[src/rtl/demux1_4_stream.sv]
// rtl/demux1_4_stream.sv - 1-to-4 stream demultiplexer with per-lane one-entry buffers and delivered-beat counters
module demux1_4_stream #(
    parameter int WIDTH = 1,
    parameter int CNTW  = 8
) (
    input  logic                  clk,
    input  logic                  reset,
    input  logic                  in_valid,
    output logic                  in_ready,
    input  logic [WIDTH-1:0]      in_data,
    input  logic [1:0]            in_sel,
    output logic [3:0]            out_valid,
    input  logic [3:0]            out_ready,
    output logic [4*WIDTH-1:0]    out_data,
    output logic [4*CNTW-1:0]     out_cnt,
    output logic                  busy
);

    typedef enum logic {
        S_EMPTY = 1'b0,
        S_FULL  = 1'b1
    } lane_state_t;

    lane_state_t      r_state [4];
    lane_state_t      w_state_nxt [4];
    logic [WIDTH-1:0] r_data [4];
    logic [CNTW-1:0]  r_cnt [4];

    logic [3:0]       w_valid;
    logic [3:0]       w_load;
    logic [3:0]       w_drain;
    logic             w_accept;

    // Lane occupancy flags straight from the per-lane state registers
    always_comb begin
        w_valid = 4'b0000;
        for (int i = 0; i < 4; i++) begin
            w_valid[i] = (r_state[i] == S_FULL);
        end
    end

    // Ready only looks at the addressed lane so a stalled neighbour never blocks the producer
    assign in_ready = !reset && (!w_valid[in_sel] || out_ready[in_sel]);
    assign w_accept = in_valid && in_ready;

    // Decode which lane loads this cycle and which lanes hand a beat to their consumer
    always_comb begin
        w_load  = 4'b0000;
        w_drain = 4'b0000;
        for (int i = 0; i < 4; i++) begin
            w_load[i]  = w_accept && (in_sel == 2'(i));
            w_drain[i] = w_valid[i] && out_ready[i];
        end
    end

    // Per-lane next state: a load always wins, a drain empties the lane only when nothing refills it
    always_comb begin
        for (int i = 0; i < 4; i++) begin
            w_state_nxt[i] = r_state[i];
            case (r_state[i])
                S_EMPTY: begin
                    if (w_load[i]) begin
                        w_state_nxt[i] = S_FULL;
                    end
                end
                S_FULL: begin
                    if (w_drain[i] && !w_load[i]) begin
                        w_state_nxt[i] = S_EMPTY;
                    end
                end
                default: w_state_nxt[i] = S_EMPTY;
            endcase
        end
    end

    // Lane state, payload and wrapping delivery counters; reset discards everything in flight
    always_ff @(posedge clk) begin
        if (reset) begin
            for (int i = 0; i < 4; i++) begin
                r_state[i] <= S_EMPTY;
                r_data[i]  <= '0;
                r_cnt[i]   <= '0;
            end
        end else begin
            for (int i = 0; i < 4; i++) begin
                r_state[i] <= w_state_nxt[i];
                if (w_load[i]) begin
                    r_data[i] <= in_data;
                end
                if (w_drain[i]) begin
                    r_cnt[i] <= r_cnt[i] + CNTW'(1);
                end
            end
        end
    end

    // Flatten per-lane registers onto the packed output buses
    always_comb begin
        out_data = '0;
        out_cnt  = '0;
        for (int i = 0; i < 4; i++) begin
            out_data[i*WIDTH +: WIDTH] = r_data[i];
            out_cnt[i*CNTW +: CNTW]    = r_cnt[i];
        end
    end

    assign out_valid = w_valid;
    assign busy      = |w_valid;

endmodule

[config.mk]
export PLATFORM = sky130hd
export DESIGN_NAME = demux1_4_stream
export DESIGN_NICKNAME = d
export VERILOG_FILES = /design/src/rtl/demux1_4_stream.sv
export SDC_FILE = /design/constraint.sdc
export NUM_CORES = 1
export LEC_CHECK = 0
export ABC_AREA = 1
export CORE_MARGIN = 3
export CORE_UTILIZATION = 55
export DETAILED_ROUTE_END_ITERATION = 8
export DONT_BUFFER_PORTS = 1
export PLACE_DENSITY = 0.74
export SLEW_MARGIN = 20
export SYNTH_ARGS = -nofsm -noshare
export SYNTH_HDL_FRONTEND = slang
export SYNTH_SLANG_ARGS = --single-unit
[constraint.sdc]
create_clock -name clk -period 3.43 [get_ports clk]
set_input_delay 1.029 -clock clk [delete_from_list [all_inputs] [get_ports clk]]
set_output_delay 1.029 -clock clk [all_outputs]
set_load 0.03 [all_outputs]
## Word-level counts from Yosys, hierarchy flattened

Memories as Yosys holds them, arrays and structs flattened.
Cells that the tools add are included.

- $add $sub $neg: 4
- Order comparisons: 1
- Eq/ne operators: 3
- Muxes and demuxes: 51
- Bitwise gates (word level): 16
- Reductions and logical operators: 23

Operator list:

| cell | number |
|---|---|
| $mux 1 | 41 |
| $add 8x1->8 const B | 4 |
| $mux 8 | 4 |
| $logic_and 1x1->1 | 14 |
| $or 1x1->1 | 12 |
| $pmux 1 s2 | 4 |
| $logic_not 1->1 | 6 |
| $bmux 1 s2 | 2 |
| $eq 2x2->1 const B | 2 |
| $not 1->1 | 4 |
| $reduce_or 4->1 | 1 |
| $lt 2x3->1 const B | 1 |
| $eq 2x1->1 const B | 1 |
| $logic_not 2->1 | 1 |
| $logic_or 1x1->1 | 1 |

- Register bits after elaboration: 0
- RAM bits: 40
- Bits of input ports: 10
- Output and inout port bits: 42
- Memories kept: 3

Memory list:

| name | words | width | read ports | clocked after memory_dff | wr ports | RTL line | source |
|---|---|---|---|---|---|---|---|
| r_cnt | 4 | 8 | 4 | 0 | 4 | 27 | `logic [CNTW-1:0] r_cnt [4];` |
| r_data | 4 | 1 | 4 | 0 | 4 | 26 | `logic [WIDTH-1:0] r_data [4];` |
| r_state | 4 | 1 | 4 | 0 | 4 | 24 | `lane_state_t r_state [4];` |

## Longest topological paths before layout

Gate-level depths: netlist of run 1.

- Depth in word-level cells: 12
- Gate-level depth with buffers: 9
- Mapped depth without buffers: 8

## Least setup slack after synthesis of run 1

OpenSTA, ideal clock, no wires.

- Path type: input-to-output
- Start: input in_sel[0]
- End: output in_ready
- Data arrival time: 1,919 ps
- Required time: 2,401 ps
- Slack: 482 ps
- Stages: 6
- Buffers on the path: 1
- Cell sequence: buf_6 > nor2_2 > nand2_1 > nand2_1 > nor2_2 > a21oi_1

- Cells in the longest elaborated chain, start to end: 5
- Elaborated cells on any way between the ends: 7
- Those cells by class: mux: 4; reduce/logical: 3

Ends and longest elaborated chain:

| what | RTL line | source |
|---|---|---|
| start, declared | 11 | `input logic [1:0] in_sel,` |
| $bmux 1 s2 | 43 | `assign in_ready = !reset && (!w_valid[in_sel] \|\| out_ready[in_sel]);` |
| $mux 1 (not written as such) | 43 |  |
| $logic_not 1->1 | 43 |  |
| $logic_or 1x1->1 * | 43 |  |
| $logic_and 1x1->1 * | 43 |  |
| end, declared | 9 | `output logic in_ready,` |

Mark *: on every way between the ends. The rest lies on a longest branch, timed or not. The select of a mux whose other input is x is not followed.

## Final worst setup path of run 1

Ends and elaborated chain as after synthesis.

==> summary.txt, run 1 <==
Floorplanning
  • # IOs: 52
  • Die width: between 60 and 70 um
  • Placeable core region: 3716 um2
  • Initial core utilization: 57.54%
  • Die area: approximately 4700 um2
  • # rows: 22
  • Die height: 68.35 um

Critical path
  • CP Capture Type: output pin
  • Worst Path Required: 2.40 ns
  • R2R Path End: r_cnt[0][15]$_SDFFCE_PN0P_
  • Reg-to-Reg Start: r_cnt[0][8]$_SDFFCE_PN0P_
  • Worst r2r path cells: 7
  • CP startpoint kind: input port
  • R2r setup slk: between 1.5 and 2 ns
  • Worst EP arrival: 1.62 ns
  • Setup Crit Path Kind: input port to output pin
  • Crit-path max FO: 8

STA
  • Final Hold Vio Count: 0
  • Slew headroom: between 60 and 70%
  • RSZ-0062 raised after global routing: false
  • Final setup fails: 0
  • Worst-margin pin slew: about 0.5 ns
  • FMAX: 377.3 MHz
  • Period utilization: between 70 and 80%
  • Max-slew violations: 0
  • Layout Skew: 0.006540 ns
  • Minimum clock period: roughly 2.7 ns
  • Setup TNS Final: 0 ns

Power
  • Power share of the sequential group: 64.2%
  • Internal power component: 699.7 uW
  • Pwr Density: around 430 nW/um2
  • Combinational group share of total power: about 5.4%
  • VDD IR-drop max: 0.2319 mV
  • Sw frac: 25.89%
  • Net switching power: 244.5 uW
  • Tot Pwr: 944.1 uW
  • Clock power share: just over 30%
  • Leakage: 0.0008987 uW

Yosys
  • Synth unique cells: 30
  • Mapped Avg Cell Area: between 9 and 10 um2
  • Synth Cell Area: 2138 um2
  • Yosys reg bits: 40
  • Cells after synthesis: ~230
  • Synth Net Count: between 200 and 250
  • Yosys warns: 0
  • Seq/Total Area, Yosys: 54.30%

Detailed routing
  • Total Wirelength: roughly 3800 um
  • DRC Markers: 0
  • Vias: 1479
  • Antenna Violating Nets Remaining: 0
  • Vias per cell: 5.339
  • Initial drt markers: 76
  • Wirelength per Cell: 13.88 um
  • Drt first pass iters: 4

Placement
  • DP Wirelength: 2865 um
  • Routability cong.: 0.7383
  • I/O Buffers: 0

Run status
  • Status: finished clean

CTS
  • H-tree lvl count: 2
  • CTS max path bufs: 2
  • Hold_buf cts: 0
  • Clk sinks: 40
  • # resized after CTS: 0
  • CTS Buf Count: 5
  • TritonCTS clock tree: done
  • Clock latency on the worst-skew pair: slightly below 0.3 ns
  • Root Buffer: clkbuf_8
  • Worst-path clk slew: roughly 0.070 ns
  • # Post-CTS Setup Buffers: 0

Min path
  • Hold Path Cell Cnt: 2
  • HP Class: flip-flop to flip-flop
  • Hold Path End: r_state[3]$_SDFF_PP0_
  • Hold Startpoint: r_state[3]$_SDFF_PP0_

Finish
  • Final nets: 243
  • Layout cell share with drive strength beyond 1: 9.607%
  • Layout area overhead: 2.809%
  • Fill cell count: 349
  • FF+latch area: 1161 um2
  • Area of the multi-input gates: approximately 780 um2
  • # diodes: 0

Global routing
  • All-Layer GR Usage: 17.39%
  • Initial antenna violation count: 0
  • First-pass GRT wire length: 6003 um
  • Vias in the first global route: 1291
  • Largest net degree at the start of global routing: 13
  • GRT overflow: 0

Flow run
  • Max Cap Viol: 0
==> cells in the final DEF, fill, tap and decap left out, drive strengths merged, types with 3 or more instances in the layout <==
master / netlist / routed
dfxtp: 4 / 4
inv: 30 / 30
o21ai: 9 / 9
clkbuf: 0 / 5
xor2: 3 / 3
nor2: 38 / 38
ha: 4 / 4
a21oi: 17 / 17
nand2: 49 / 49
edfxtp: 36 / 36
nor3: 6 / 6
nand3: 8 / 8
nand4: 7 / 7
==> Yosys cell counts <==
cell type	n	area share [%]
xnor2_1	2	0.82
nand4_1	3	0.88
buf_6	1	0.53
nor2_1	36	6.3
nor2_2	2	0.59
or4_1	1	0.35
inv_1	28	4.9
or2_2	1	0.29
or2_0	1	0.29
nand2_1	47	8.3
nor3b_2	1	0.59
xor2_1	3	1.2
nand4_2	4	2.3
nor3b_1	1	0.35
nand3_1	8	1.9
a31oi_1	1	0.29
buf_2	1	0.23
nor3_1	6	1.4
dfxtp_1	4	3.7
a21oi_2	4	1.6
nand3b_1	1	0.35
inv_2	2	0.35
buf_4	9	3.2
edfxtp_1	36	51
nand2_2	1	0.29
o21ai_0	9	2.1
nand2_4	1	0.53
o21a_1	1	0.35
a21oi_1	13	3.0
ha_1	4	2.3
==> routing by layer <==
metal | track usage [%] | routed length, um | vias up
li1 | - | - | 758
met1 | 24.76 | 1831 | 654
met2 | 24.67 | 1612 | 63
met3 | 6.732 | 367 | 4
met4 | 4.467 | 33 | 0
met5 | 0 | 0 | -
==> logic make-up (layout without fill, tap and decap cells) <==
kind of cell / Yosys count / in the layout / synth area share, %
AND/OR/NAND/NOR: 114 / 114 / 24.69
adder cells (fa/ha/maj): 4 / 4 / 2.341
AO/OA/AOI/OAI: 28 / 28 / 7.431
buffers and inverters: 41 / 38 / 9.186
flip-flops: 40 / 40 / 54.30
XOR/XNOR: 5 / 5 / 2.048
==> cell type report <==
type | count | area share, %
Sequential cell | 40 | 52.82
Multi-Input combinational cell | 151 | 35.52
Inverter | 30 | 5.122
Clock buffer | 5 | 3.130
Tap cell | 48 | 2.732
Clock inverter | 2 | 0.3415
Timing Repair Buffer | 1 | 0.3415
==> registers in the layout (all words and copies together), names as in the netlist <==
name and flops:
r_cnt 32, r_state 4, r_data 4
==> critical path, cell delays in order <==
cell	delay, ns
inv_2	0.03
nand2_1	0.05
nand2_1	0.06
nand2_1	0.07
nand2_2	0.07
a21oi_1	0.14
buf_4	0.17
==> stage by stage <==
step / area [um2] / setup WS (ns) / util, % / cells / hold slack, ns
floorplan: 2138 / 0.4825 / - / 232 / 0.4888
global placement: 2122 / 0.7862 / 57.10 / 270 / 0.6820
detailed placement: 2122 / 0.7836 / 57.10 / 270 / 0.6781
CTS: 2198 / 0.7754 / 59.16 / 277 / 0.6883
global route: 2198 / 0.7227 / 59.16 / 277 / 0.6921
finish: 2198 / 0.7798 / 59.16 / 277 / 0.6792
==> worst max path at each step <==
stage / from / endpoint / slack, ns / depth (start not counted)
floorplan: in_sel[0] / in_ready / 0.48 / 6
global placement: in_sel[0] / in_ready / 0.79 / 6
detailed placement: in_sel[0] / in_ready / 0.78 / 7
CTS: in_sel[0] / in_ready / 0.78 / 7
global route: in_sel[0] / in_ready / 0.72 / 7
finish: in_sel[0] / in_ready / 0.78 / 7
==> power groups by stage <==
stage	clock network, uW	registers [uW]	logic (uW)
floorplan	0	605	58.0
global placement	0	617	50.0
detailed placement	0	617	50.9
CTS	293	607	51.3
global route	314	609	58.7
finish	288	606	50.6
(Power assumes the default switching activity.)
==> run 2: changes to the inputs <==
- clock period: 3.43 -> 2.8 ns (I/O delays scaled with it)
==> run 2 against run 1 <==
Critical path depth fell by 6. Cell count did not move. Largest cell class unchanged. Clock-buffer cell count unchanged. Die area is the same. Worst hold slack worse by 0.072 ns. Highest routed layer unchanged. Largest power group unchanged. Core utilization unchanged. Power is 22% higher.
==> summary.txt, run 2 (synthesis gave the netlist of run 1 again) <==
Run status
  • Status: finished clean

Detailed routing
  • Drt first pass iters: 4 (unchanged)
  • Antenna Violating Nets Remaining: 0 (unchanged)
  • Total Wirelength: 3831 um (-0.34%)
  • DRC Markers: 0 (unchanged)
  • Wirelength per Cell: 13.83 um (-0.34%)
  • Vias: 1473 (-0.41%)
  • Initial drt markers: 93 (+22%)
  • Vias per cell: 5.318 (-0.41%)

Critical path
  • Crit-path max FO: 5 (-3)
  • CP startpoint kind: flip-flop
  • Setup Crit Path Kind: flip-flop to output pin
  • Reg-to-Reg Start: r_cnt[0][8]$_SDFFCE_PN0P_
  • WP buf/inv: 0 (-2)
  • Critical Path Slowest Stage Cell: or4_1
  • Worst EP arrival: 1.52 ns (-0.10 ns)
  • CP top delay family: simple AND/OR/NAND/NOR gates
  • Critical Path Max Stage Delay: 0.77 ns (+0.60 ns)
  • CP Capture Type: output pin
  • Worst Path Required: 1.96 ns (-0.44 ns)
  • Critical path cell sequence: or4_1
  • CP startpoint: r_state[1]$_SDFF_PP0_

Power
  • VDD IR-drop max: 0.3383 mV (+46%)
  • Leakage: 0.0008987 uW (unchanged)
  • Pwr Density: 525.3 nW/um2 (+22%)

STA
  • Max-slew violations: 0 (unchanged)
  • Period utilization: approximately 84%
  • FMAX: 423.3 MHz
  • Setup TNS Final: 0 ns (unchanged)
  • Layout Skew: 0.004649 ns (-0.001891 ns)
  • Worst hold slack: 0.6069 ns (-0.07231 ns)
  • Final setup fails: 0 (unchanged)
  • Slew headroom: 67.69% (+0.38 points)
  • Worst-margin pin slew: 0.4840 ns (-0.005738 ns)
  • Final Hold Vio Count: 0 (unchanged)
  • Minimum clock period: approximately 2.4 ns
  • RSZ-0062 raised after global routing: false

CTS
  • CTS max path bufs: 2 (unchanged)
  • Hold_buf cts: 0 (unchanged)
  • Clock latency on the worst-skew pair: 0.28 ns (about the same)
  • Clk sinks: 40 (unchanged)
  • Root Buffer: clkbuf_8
  • TritonCTS clock tree: done
  • # resized after CTS: 0 (unchanged)
  • CTS Buf Count: 5 (unchanged)
  • H-tree lvl count: 2 (unchanged)
  • # Post-CTS Setup Buffers: 0 (unchanged)
  • Worst-path clk slew: 0.08 ns (about the same)

Finish
  • Layout cell share with drive strength beyond 1: 9.607% (unchanged)
  • Largest register FFs: 32 (unchanged)
  • Most frequent cells in the layout: nand2_1 (47), nor2_1 (36), edfxtp_1 (36), inv_1 (28), a21oi_1 (13)
  • Top flop regs: r_cnt x32, r_data x4, r_state x4
  • Fill cell count: 340 (-2.6%)
  • Largest Register: r_cnt
  • Layout area overhead: 2.809% (unchanged)
  • Area of the multi-input gates: 780.7 um2 (unchanged)
  • # diodes: 0 (unchanged)
  • Commonest non-fill, non-tap cell in the layout: nand2_1
  • Final nets: 243 (unchanged)
  • FF+latch area: 1161 um2 (unchanged)

Floorplanning
  • Die height: 68.35 um (unchanged)
  • # IOs: 52 (unchanged)
  • # rows: 22 (unchanged)
  • Placeable core region: 3716 um2 (unchanged)
  • Die width: 68.35 um (unchanged)
  • Initial core utilization: 57.54% (unchanged)
  • Die area: 4672 um2 (unchanged)

Placement
  • DP Wirelength: 2874 um (+0.31%)
  • Routability cong.: 0.7387 (about the same)
  • I/O Buffers: 0 (unchanged)

Global routing
  • All-Layer GR Usage: 17.67% (+0.28 points)
  • GRT overflow: 0 (unchanged)
  • First-pass GRT wire length: 6078 um (+1.2%)
  • Initial antenna violation count: 0 (unchanged)
  • Vias in the first global route: 1286 (-0.39%)
  • Largest net degree at the start of global routing: 13 (unchanged)

Flow run
  • Max Cap Viol: 0 (unchanged)

Min path
  • HP Class: input port to flip-flop
  • Hold Startpoint: reset
run 2: cell counts in the layout (fill, tap and decap cells not counted):
Identical to the previous run, type by type.
run 2: area by class of cell:
class	instances	share of cell area, %
Sequential cell	40	52.82
Multi-Input combinational cell	151	35.52
Clock inverter	2	0.3415
Clock buffer	5	3.130
Inverter	30	5.122
Timing Repair Buffer	1	0.3415
Tap cell	48	2.732
run 2: layer usage:
metal	track usage [%]	vias to the layer above	wire (um)
li1	-	754	-
met1	25.53	662	1777
met2	24.67	55	1702
met3	7.389	2	334
met4	3.722	0	17
met5	0	-	0
run 2: path summary, 6_finish.rpt:
check,end,slack [ns],depth (start not counted)
max,busy,0.44,1
max reg2reg,r_cnt[0][15]$_SDFFCE_PN0P_,1.20,7
min reg2reg,r_state[3]$_SDFF_PP0_,0.68,2
min,r_state[1]$_SDFF_PP0_,0.61,1
run 2: power by group:
| group | total, uW | leakage [uW] | internal, uW | switching [uW] |
|---|---|---|---|---|
| combinational | 62.0 | 0.000453 | 19.2 | 42.9 |
| sequential | 742 | 0.000407 | 673 | 69.0 |
| clock | 350 | 0.0000391 | 165 | 186 |
| total | 1150 | 0.000899 | 857 | 298 |
run 2: stage by stage:
stage / setup slack [ns] / power [uW] / utilization (%) / cells / instance area, um2
floorplan: 0.2305 / 811.7 / - / 232 / 2138
global placement: 0.5345 / 817.1 / 57.10 / 270 / 2122
detailed placement: 0.5300 / 819.1 / 57.10 / 270 / 2122
CTS: 0.4244 / 1165 / 59.16 / 277 / 2198
global route: 0.3612 / 1204 / 59.16 / 277 / 2198
finish: 0.4377 / 1155 / 59.16 / 277 / 2198
run 2: worst reg2reg max path, delay by kind of cell (launching register included):
family,cells,cell delay [ns]
DFF,1,0.58
and+or+nand+nor,7,0.78
